<file path="src/rtl/multu_pkg.sv">
// Shared execute-stage definitions: funct codes for the ALU and the
// HI/LO multiplier, the multiplier state type and the default operand width.
package multu_pkg;

    localparam int WIDTH_DEFAULT = 32;

    // Multiplier / HI-LO funct codes
    localparam logic [5:0] MULTU = 6'b011001;
    localparam logic [5:0] MFHI  = 6'b010000;
    localparam logic [5:0] MFLO  = 6'b010010;

    // ALU funct codes, kept here so both execute units share one source
    localparam logic [5:0] AND   = 6'b100100;
    localparam logic [5:0] OR    = 6'b100101;
    localparam logic [5:0] ADD   = 6'b100000;
    localparam logic [5:0] SUB   = 6'b100010;
    localparam logic [5:0] SLT   = 6'b101010;

    typedef enum logic [1:0] {
        IDLE,
        RUN,
        DONE
    } multu_state_t;

endpackage

</file>
<file path="src/rtl/multu_hilo_if.sv">
// Execute-stage request/result bundle between the pipeline (master) and
// the HI/LO multiplier (slave).
interface multu_hilo_if
    import multu_pkg::*;
#(
    parameter int WIDTH = WIDTH_DEFAULT
);
    logic [WIDTH-1:0] dataA;
    logic [WIDTH-1:0] dataB;
    logic [5:0]       Signal;
    logic             start;
    logic             busy;
    logic             done;
    logic [WIDTH-1:0] dataOut;

    modport master (
        output dataA, dataB, Signal, start,
        input  busy, done, dataOut
    );

    modport slave (
        input  dataA, dataB, Signal, start,
        output busy, done, dataOut
    );
endinterface

</file>
<file path="src/rtl/multu_hilo.sv">
// Iterative shift-add unsigned multiplier with architectural HI/LO
// registers. One product bit is resolved per cycle; HI/LO are only
// updated when the full product is ready, so MFHI/MFLO issued during a
// multiply return the previous result.
module multu_hilo
    import multu_pkg::*;
#(
    parameter int WIDTH = WIDTH_DEFAULT
) (
    input  logic         clk,
    input  logic         reset,
    multu_hilo_if.slave  bus
);

    localparam int                CNT_W     = $clog2(WIDTH);
    localparam logic [CNT_W-1:0]  LAST_ITER = CNT_W'(WIDTH - 1);

    multu_state_t       state;
    multu_state_t       next_state;
    logic               busy_q;
    logic               done_q;
    logic               accept;

    logic [2*WIDTH-1:0] prod;
    logic [WIDTH-1:0]   mcand;
    logic [WIDTH-1:0]   hi;
    logic [WIDTH-1:0]   lo;
    logic [CNT_W-1:0]   cnt;
    logic [WIDTH:0]     sum;

    assign accept = bus.start && (bus.Signal == MULTU);

    // Next-state decode; start is only looked at while idle
    always_comb begin
        // NOTE: default assignment first so no path leaves next_state unassigned (no latch)
        next_state = state;
        case (state)
            IDLE:    if (accept) next_state = RUN;
            RUN:     if (cnt == LAST_ITER) next_state = DONE;
            DONE:    next_state = IDLE;
            default: next_state = IDLE;
        endcase
    end

    // State register with registered busy/done flags derived from the next state
    always_ff @(posedge clk) begin
        if (reset) begin
            state  <= IDLE;
            busy_q <= 1'b0;
            done_q <= 1'b0;
        end else begin
            // NOTE: non-blocking so every register samples pre-edge values
            state  <= next_state;
            busy_q <= (next_state != IDLE);
            done_q <= (next_state == DONE);
        end
    end

    // Conditional add of the multiplicand into the upper half, carry kept
    always_comb begin
        sum = {1'b0, prod[2*WIDTH-1:WIDTH]};
        if (prod[0]) sum = sum + {1'b0, mcand};
    end

    // Datapath: operand capture, shift-add iterations, HI/LO commit
    always_ff @(posedge clk) begin
        if (reset) begin
            mcand <= '0;
            prod  <= '0;
            cnt   <= '0;
            hi    <= '0;
            lo    <= '0;
        end else begin
            case (state)
                IDLE: begin
                    if (accept) begin
                        mcand <= bus.dataA;
                        prod  <= {{WIDTH{1'b0}}, bus.dataB};
                        cnt   <= '0;
                    end
                end
                RUN: begin
                    prod <= {sum, prod[WIDTH-1:1]};
                    cnt  <= cnt + 1'b1;
                end
                DONE: begin
                    hi <= prod[2*WIDTH-1:WIDTH];
                    lo <= prod[WIDTH-1:0];
                end
                default: ;
            endcase
        end
    end

    // Readback mux: zero for any funct that is not a HI/LO move
    always_comb begin
        case (bus.Signal)
            MFHI:    bus.dataOut = hi;
            MFLO:    bus.dataOut = lo;
            default: bus.dataOut = '0;
        endcase
    end

    assign bus.busy = busy_q;
    assign bus.done = done_q;

endmodule

</file>
<file path="src/flat_wrapper.sv">
// flat-port wrapper written by rule: the top's interface ports become plain ports
module multu_hilo_flat import multu_pkg::*;
#(
    parameter int WIDTH = WIDTH_DEFAULT
)
  (clk, reset, bus_dataA, bus_dataB, bus_Signal, bus_start, bus_busy, bus_done, bus_dataOut);
  multu_hilo_if #(.WIDTH(WIDTH)) bus_i ();
  input  logic clk;
  input  logic reset;
  input wire logic [$bits(bus_i.dataA)-1:0] bus_dataA;
  input wire logic [$bits(bus_i.dataB)-1:0] bus_dataB;
  input wire logic [$bits(bus_i.Signal)-1:0] bus_Signal;
  input wire logic [$bits(bus_i.start)-1:0] bus_start;
  output wire logic [$bits(bus_i.busy)-1:0] bus_busy;
  output wire logic [$bits(bus_i.done)-1:0] bus_done;
  output wire logic [$bits(bus_i.dataOut)-1:0] bus_dataOut;
  assign bus_i.dataA = bus_dataA;
  assign bus_i.dataB = bus_dataB;
  assign bus_i.Signal = bus_Signal;
  assign bus_i.start = bus_start;
  assign bus_busy = bus_i.busy;
  assign bus_done = bus_i.done;
  assign bus_dataOut = bus_i.dataOut;
  multu_hilo #(.WIDTH(WIDTH)) u_core (.clk(clk), .reset(reset), .bus(bus_i));
endmodule
</file>
<file path="config.mk">
export PLATFORM = sky130hd
export DESIGN_NAME = multu_hilo_flat
export DESIGN_NICKNAME = d
export VERILOG_FILES = /design/src/rtl/multu_pkg.sv /design/src/rtl/multu_hilo_if.sv /design/src/rtl/multu_hilo.sv /design/src/flat_wrapper.sv
export SDC_FILE = /design/constraint.sdc
export NUM_CORES = 1
export LEC_CHECK = 0
export CORE_MARGIN = 2
export CORE_UTILIZATION = 50
export CTS_CLUSTER_SIZE = 16
export DETAILED_ROUTE_END_ITERATION = 10
export PLACE_DENSITY = 0.71
export SYNTH_ARGS = -nofsm -noshare
export SYNTH_HDL_FRONTEND = slang
export SYNTH_SLANG_ARGS = --single-unit
</file>
<file path="constraint.sdc">
create_clock -name clk -period 6.5 [get_ports clk]
set_clock_uncertainty 0.1 [all_clocks]
set_input_delay 0.975 -clock clk [delete_from_list [all_inputs] [get_ports clk]]
set_output_delay 0.975 -clock clk [all_outputs]
set_load 0.03 [all_outputs]
</file>
# Yosys cells after proc, flatten, opt, wreduce, memory -nomap -nowiden
# Index checks and enable logic that the tools add are counted.
# W data, S select, Z words.
[totals]
wordCells = 33
inputBits = 73
ff_bits = 169
[op_classes]
addsub = 2
eq_ne = 8
muxes = 9
n_reduce_logical = 6
[ops]
columns = ["cell", "n"]
rows = [
  ["$pmux W64 S2", 1],
  ["$mux W64", 1],
  ["$pmux W32 S2", 1],
  ["$add A32 B32 Y33", 1],
  ["$mux W33", 1],
  ["$eq A6 B5 Y1 const B", 3],
  ["$pmux W5 S2", 1],
  ["$add A5 B1 Y5 const B", 1],
  ["$eq A5 B5 Y1 const B", 1],
  ["$mux W5", 1],
  ["$eq A2 B2 Y1 const B", 2],
  ["$mux W2", 2],
  ["$pmux W2 S2", 1],
  ["$reduce_and A2 Y1", 2],
  ["$reduce_bool A2 Y1", 2],
  ["$eq A2 B1 Y1 const B", 1],
  ["$logic_not A2 Y1", 1],
  ["$ne A2 B1 Y1 const B", 1],
  ["$logic_and A1 B1 Y1", 1],
]

# Logic depth before layout (Yosys ltp)
# Gate-level depths: netlist of the first run.
[depth]
word_depth = 5
ltp_mapped = 10
ltp_nobuf = 10

# Worst setup path after synthesis of the first run
# OpenSTA, ideal clock, no wires.
[synth_timing]
path_kind = "input to output"
start = "in bus_Signal[1]"
end = "out bus_dataOut[0]"
cell_stages = 4
required_time_ns = 5.425
arrival_ns = 2.217
slack_ns = 3.208
path_cell_list = "clkbuf_1 clkbuf_1 mux2i_1 nor2_1"
[synth_between]
elab_chain_len = 2
word_cells_on_any_way = 3
classes_between = "2 x eq/ne; 1 x mux"
[synth_lines]
columns = ["element", "line", "rtl"]
rows = [
  ["start, declared", "flat_wrapper.sv:12", "input wire logic [$bits(bus_i.Signal)-1:0] bus_Signal;"],
  ["$eq A6 B5 Y1", "multu_hilo.sv:97", "case (bus.Signal)"],
  ["$pmux W32 S2 (*)", "multu_hilo.sv:97", ""],
  ["end, declared", "flat_wrapper.sv:16", "output wire logic [$bits(bus_i.dataOut)-1:0] bus_dataOut;"],
]
# Mark *: on every way between the ends. The rest lies on a longest branch, timed or not.

# Worst setup path after layout of the first run
[layout_timing]
start = "in bus_Signal[2]"
end = "out bus_dataOut[26]"
# The elaborated chain is that of the path after synthesis.

==> impl_metrics.py, run 1 <==
metrics = {
    "detailed_routing": {
        "wl_per_cell_um": 15.5,
        "drc": 0,
        "ant_nets": 0,
        "first_pass_iters": 7,
        "drt-initial-drc-count": 526,
        "dr_total_vias": 7370,
        "drt-total-wl_um": 20700,
        "drt-vias-per-instance": 5.53,
    },
    "layout": {
        "fin_nets": 1208,
        "nFillCells": 1500,
        "seq_area_um2": 3380,
        "layout-drive-gt1-share_pct": 5.03,
        "multi_input_area_um2": 4720,
        "syn_to_final_growth_pct": 20.1,
        "diodes": 0,
    },
    "clock_network": {
        "ctsHoldBuffers": 0,
        "clk_pin_slew_ns": 0.06,
        "cts_tree": "done",
        "clock_latency_ns": 0.43,
        "cts.sinks": 169,
        "cts_setup_buffers": 0,
        "numCtsBuffers": 17,
        "max-clock-path-buffers": 2,
        "htree_levels": 4,
        "post_cts_resized": 0,
        "cts_root_buffer": "clkbuf_16",
    },
    "critical_path": {
        "worstReg2RegStart": "u_core.mcand[0]",
        "reg2regPathDepth": 10,
        "cp.required_ns": 5.42,
        "cp_cell_sequence": "clkdlybuf4s50_1 > nor2_1 > nand2_1 > or3_1 > nor2_1 > clkdlybuf4s50_1",
        "cp-end-kind": "output port",
        "critical_path.max_fanout": 32,
        "reg2reg_slack_ns": 3.45,
        "startpoint_type": "input port",
        "cpPeakStageDelay_ns": 0.76,
        "arrival_ns": 3.25,
        "crit_slowest_cell": "or3_1",
        "worstReg2RegEnd": "u_core.prod[55]",
        "path_class": "input port to output port",
    },
    "logic_synthesis": {
        "ys.warnings.count": 0,
        "ys_types": 56,
        "synth-edff-count": 0,
        "synth-seq-area-share_pct": 40.1,
        "syn_nets": 1157,
        "async_reset_ff_share_pct": 0,
        "synthCells": 1049,
        "ys.flop_type": "dfxtp_1",
        "synth_area_per_cell_um2": 8.05,
        "syn-cell-area_um2": 8440,
        "ys_ff_latch": 169,
    },
    "global_route": {
        "globalRoute.totalOverflow": 0,
        "antenna_found_initial": 0,
        "grt_pass1_wl_um": 33600,
        "grt_pass1_vias": 6677,
        "grt_max_degree": 102,
        "grt_usage_pct": 23.1,
    },
    "placement": {
        "gp_congestion": 0.885,
        "hpwl_um": 13900,
        "place_ws_ns": 2.13,
        "io_buffer_count": 106,
    },
    "floorplan": {
        "io_pins": 107,
        "dieArea_um2": 17900,
        "row_count": 47,
        "coreArea_um2": 16500,
        "die_x_um": 134,
        "start_util_pct": 51.1,
        "fp.dieH_um": 134,
    },
    "hold_path": {
        "worstHoldStart": "u_core.lo[28]",
        "min_path_type": "register to register",
        "hold_depth": 2,
        "hold_end": "u_core.lo[28]",
    },
    "power_and_ir_drop": {
        "totalPowerFinal_mw": 2.17,
        "power_density_nw_per_um2": 214,
        "irDropWorstVdd_mv": 0.191,
        "p_leak_nw": 3.96,
    },
    "sta": {
        "hold_viol": 0,
        "worst_slew_pin_slew_ns": 1.10,
        "post-route-period-util_pct": 66.5,
        "finalSetupViolations": 0,
        "finalWorstSetupSlack_ns": 2.18,
        "slew_violations": 0,
        "max_freq_mhz": 231,
        "final.min_clock_period_ns": 4.32,
        "rsz0062_at_grt": "no",
        "fin_tns_setup_ns": 0,
        "relSlewSlack_pct": 26.8,
        "timing.hold.ws_ns": 0.355,
    },
    "status": {
        "status": "finished, final reports clean",
    },
    "flow_run": {
        "max-cap-violations": 0,
    },
}
## final cells by class
cell class	instances	share of cell area, %
multi-input cells	790	46.6
flip-flops and latches	169	33.4
clock buffers	21	4.64
repair buffers	114	11.0
inverters	8	0.296
clock inverters	11	1.43
well taps	220	2.71
## worst max-delay path, delay by kind of cell
family | cells | cell delay (ns)
buffers and inverters | 2 | 1.08
AND/OR/NAND/NOR | 4 | 1.19
## worst max-delay path by stage
stage	from	end	slack [ns]	cells after the start
2_1_floorplan	bus_Signal[1]	bus_dataOut[0]	3.21	4
5_1_grt	bus_Signal[2]	bus_dataOut[14]	1.97	6
3_5_place_dp	bus_Signal[2]	bus_dataOut[5]	2.13	6
3_3_place_gp	bus_Signal[2]	bus_dataOut[9]	2.19	6
6_report	bus_Signal[2]	bus_dataOut[26]	2.18	6
4_1_cts	bus_Signal[2]	bus_dataOut[5]	2.14	6
## routing by layer
| metal | global-route usage, % | wire length (µm) | vias up |
|---|---|---|---|
| met2 | 35.8 | 9150 | 167 |
| met1 | 33.5 | 10300 | 3415 |
| met5 | 0 | 0 | - |
| met4 | 6.38 | 203 | 0 |
| met3 | 3.67 | 999 | 17 |
| li1 | - | - | 3771 |
## state kept, by name, summed over array words and instances, names as in the netlist
name             flops
u_core.lo           32
u_core.prod         64
u_core.bus.done      1
u_core.bus.busy      1
u_core.cnt           5
u_core.mcand        32
u_core.state         2
u_core.hi           32
## Yosys cell counts, types with 15 or more instances
cell type / number / area share (%)
a211oi_1: 35 / 3.1
ha_1: 34 / 5.0
a21o_1: 18 / 1.6
o22ai_1: 15 / 1.1
clkbuf_1: 67 / 3.0
xnor2_1: 20 / 2.1
nand2_1: 225 / 10
a21oi_1: 129 / 7.6
a22oi_1: 21 / 1.9
nor2_1: 97 / 4.3
mux2i_1: 68 / 8.1
dfxtp_1: 169 / 40
## cell families (layout without fill, tap and decap cells)
| logic type | count (synthesis) | after routing | synth area share (%) |
|---|---|---|---|
| AO/OA/AOI/OAI | 273 | 273 | 20.3 |
| XOR/XNOR | 30 | 30 | 3.11 |
| adder cells (fa/ha/maj) | 35 | 35 | 5.28 |
| buffers and inverters | 90 | 154 | 4.21 |
| flip-flops | 169 | 169 | 40.1 |
| multiplexers | 71 | 71 | 8.46 |
| AND/OR/NAND/NOR | 381 | 381 | 18.6 |
## layout by cell type (no fill, tap or decap), types with 2 or more instances in the layout
master and n:
nand4_1 9, nand3_1 12, nor3b_1 4, nor3_1 6, nor2_1 96, a211oi_1 35, a222oi_1 4, nor2b_1 7
o21bai_1 5, nand2_1 224, a21o_1 18, o21a_1 4, dfxtp_1 169, a2bb2oi_1 2, o22ai_1 15, nand2b_2 2
xnor2_1 20, buf_4 9, a31oi_1 10, xor2_1 10, ha_1 34, and3_1 7, mux2_2 3, clkinv_4 2
clkbuf_8 3, or3_1 4, clkbuf_16 17, a21oi_1 128, a311o_1 2, mux2i_1 68, o211ai_1 2, inv_1 8
clkinv_2 3, clkdlybuf4s50_1 104, bufinv_16 3, a22oi_1 21, clkinvlp_4 3, a41oi_1 3, o21ai_0 11
## per-stage QoR
stage          instance area [µm²]  std cells  utilization, %
6_report                     10100       1333            61.4
4_1_cts                      10100       1333            61.4
3_5_place_dp                  9530       1301            57.7
3_3_place_gp                  9530       1301            57.7
2_1_floorplan                 8440       1049               -
5_1_grt                      10100       1333            61.4
## power by group
part,switching [mW],leakage [nW],internal (mW)
clock network,0.412,0.295,0.634
registers,0.00335,1.36,1.04
logic,0.0375,2.30,0.0485
total,0.453,3.96,1.72
Power figures use the tool's default switching activity.
==> run 2: changes to the inputs <==
PLACE_DENSITY = 0.74   (was 0.71)
clock period = 3.51 ns   (was 6.5 ns; I/O delays follow)
==> impl_metrics.py, run 2 (synthesis results as in run 1) <==
metrics = {
    "status": {
        "status": "finished, final reports clean",
    },
    "global_route": {
        "grt_pass1_vias": 6850,
        "grt_max_degree": 106,
        "antenna_found_initial": 0,
        "grt_pass1_wl_um": 34200,
        "globalRoute.totalOverflow": 0,
        "grt_usage_pct": 23.4,
    },
    "detailed_routing": {
        "drc": 0,
        "wl_per_cell_um": 15.5,
        "drt-total-wl_um": 20800,
        "drt-initial-drc-count": 643,
        "ant_nets": 0,
        "first_pass_iters": 5,
        "dr_total_vias": 7459,
        "drt-vias-per-instance": 5.55,
    },
    "power_and_ir_drop": {
        "power.internal_mw": 3.17,
        "p_sw_mw": 0.884,
        "irDropWorstVdd_mv": 0.345,
        "p_leak_nw": 4.03,
        "p_seq_share_pct": 47.5,
        "switching_share_pct": 21.8,
        "clkPwrFrac_pct": 48.3,
        "totalPowerFinal_mw": 4.06,
        "power_density_nw_per_um2": 396,
        "p_comb_share_pct": 4.1,
    },
    "critical_path": {
        "path_class": "input port to output port",
        "cp-end-kind": "output port",
        "startpoint_type": "input port",
        "crit_slowest_cell": "clkdlybuf4s50_1",
        "cpPeakStageDelay_ns": 0.69,
        "arrival_ns": 2.51,
        "cp_cell_sequence": "clkdlybuf4s50_1 > nor2_1 > nand2_1 > or3_1 > buf_4 > nor2_1 > clkdlybuf4s50_1",
        "cp.required_ns": 2.88,
        "critical_path.max_fanout": 32,
    },
    "clock_network": {
        "numCtsBuffers": 17,
        "cts_tree": "done",
        "max-clock-path-buffers": 2,
        "cts_root_buffer": "clkbuf_16",
        "ctsHoldBuffers": 0,
        "clk_pin_slew_ns": 0.06,
        "htree_levels": 4,
        "clock_latency_ns": 0.43,
        "cts.sinks": 169,
        "cts_setup_buffers": 0,
        "post_cts_resized": 0,
    },
    "layout": {
        "fin_nets": 1219,
        "largest_reg_flops": 64,
        "diodes": 0,
        "final_cell_mix": "nand2_1, dfxtp_1, a21oi_1, clkdlybuf4s50_1, nor2_1",
        "mostFrequentLayoutCell": "nand2_1",
        "layout-drive-gt1-share_pct": 6.05,
        "nFillCells": 1452,
        "largest-register": "u_core.prod",
        "syn_to_final_growth_pct": 21.5,
    },
    "sta": {
        "post-route-period-util_pct": 89.3,
        "max_freq_mhz": 319,
        "rsz0062_at_grt": "no",
        "fin_tns_setup_ns": 0,
        "final.min_clock_period_ns": 3.13,
        "finalSetupViolations": 0,
        "worst_slew_pin_slew_ns": 0.697,
        "hold_viol": 0,
        "relSlewSlack_pct": 53.6,
        "slew_violations": 0,
    },
    "placement": {
        "hpwl_um": 14400,
        "io_buffer_count": 106,
        "gp_congestion": 0.873,
    },
    "floorplan": {
        "dieArea_um2": 17900,
        "die_x_um": 134,
        "fp.dieH_um": 134,
        "start_util_pct": 51.1,
        "row_count": 47,
        "io_pins": 107,
        "coreArea_um2": 16500,
    },
    "flow_run": {
        "max-cap-violations": 0,
    },
    "hold_path": {
        "min_path_type": "register to register",
    },
}
run 2: cell types whose count changed in the layout (fill, tap and decap cells not counted), moves of 2 or more:
cell,before,now
clkinvlp_4,3,1
buf_4,9,18
clkinv_2,3,1
buf_12,0,2
inv_6,0,7
clkbuf_8,3,1
run 2: critical path: cells and delay by family:
kind                   cells  cell delay [ns]
buffers and inverters      3             1.34
AND/OR/NAND/NOR            4             0.64
run 2: final cells by class:
type / instances / area (µm²) / share of cell area [%]
clock buffer: 18 / 439 / 4.28
clock inverter: 14 / 181 / 1.77
inverter: 8 / 30.0 / 0.293
multi-input combinational: 790 / 4720 / 46.1
sequential: 169 / 3380 / 33.0
tap: 220 / 275 / 2.68
timing repair buffer: 125 / 1220 / 11.9
run 2: layer usage:
metal	GRT usage [%]	up-vias	wire length, µm
li1	-	3799	-
met1	33.3	3457	10400
met2	37.0	183	9230
met3	4.16	20	1000
met4	5.26	0	193
met5	0	-	0
run 2: path summary, 6_finish.rpt:
| kind | start | end | slack, ns | cells past startpoint |
|---|---|---|---|---|
| min | u_core.hi[7] | u_core.hi[7] | 0.35 | 2 |
| max | bus_Signal[2] | bus_dataOut[4] | 0.38 | 7 |
| max reg2reg | u_core.prod[32] | u_core.prod[57] | 0.47 | 10 |
| min reg2reg | u_core.hi[7] | u_core.hi[7] | 0.35 | 2 |
run 2: power by group through the flow:
stage	registers [mW]	clock network, mW	logic, mW
CTS	1.93	1.99	0.168
global route	1.93	2.08	0.180
detailed placement	1.97	0	0.166
finish	1.93	1.96	0.167
global placement	1.97	0	0.166
floorplan	1.97	0	0.0673
run 2: metrics by stage:
| step | cell area (µm²) | util [%] | hold slack (ns) | setup WS [ns] | cells |
|---|---|---|---|---|---|
| floorplan | 8440 | - | 0.336 | 0.898 | 1049 |
| global route | 10300 | 62.1 | 0.370 | 0.187 | 1344 |
| finish | 10300 | 62.1 | 0.354 | 0.376 | 1344 |
| detailed placement | 9630 | 58.3 | 0.346 | 0.368 | 1312 |
| global placement | 9630 | 58.3 | 0.341 | 0.414 | 1312 |
| CTS | 10300 | 62.1 | 0.355 | 0.370 | 1344 |
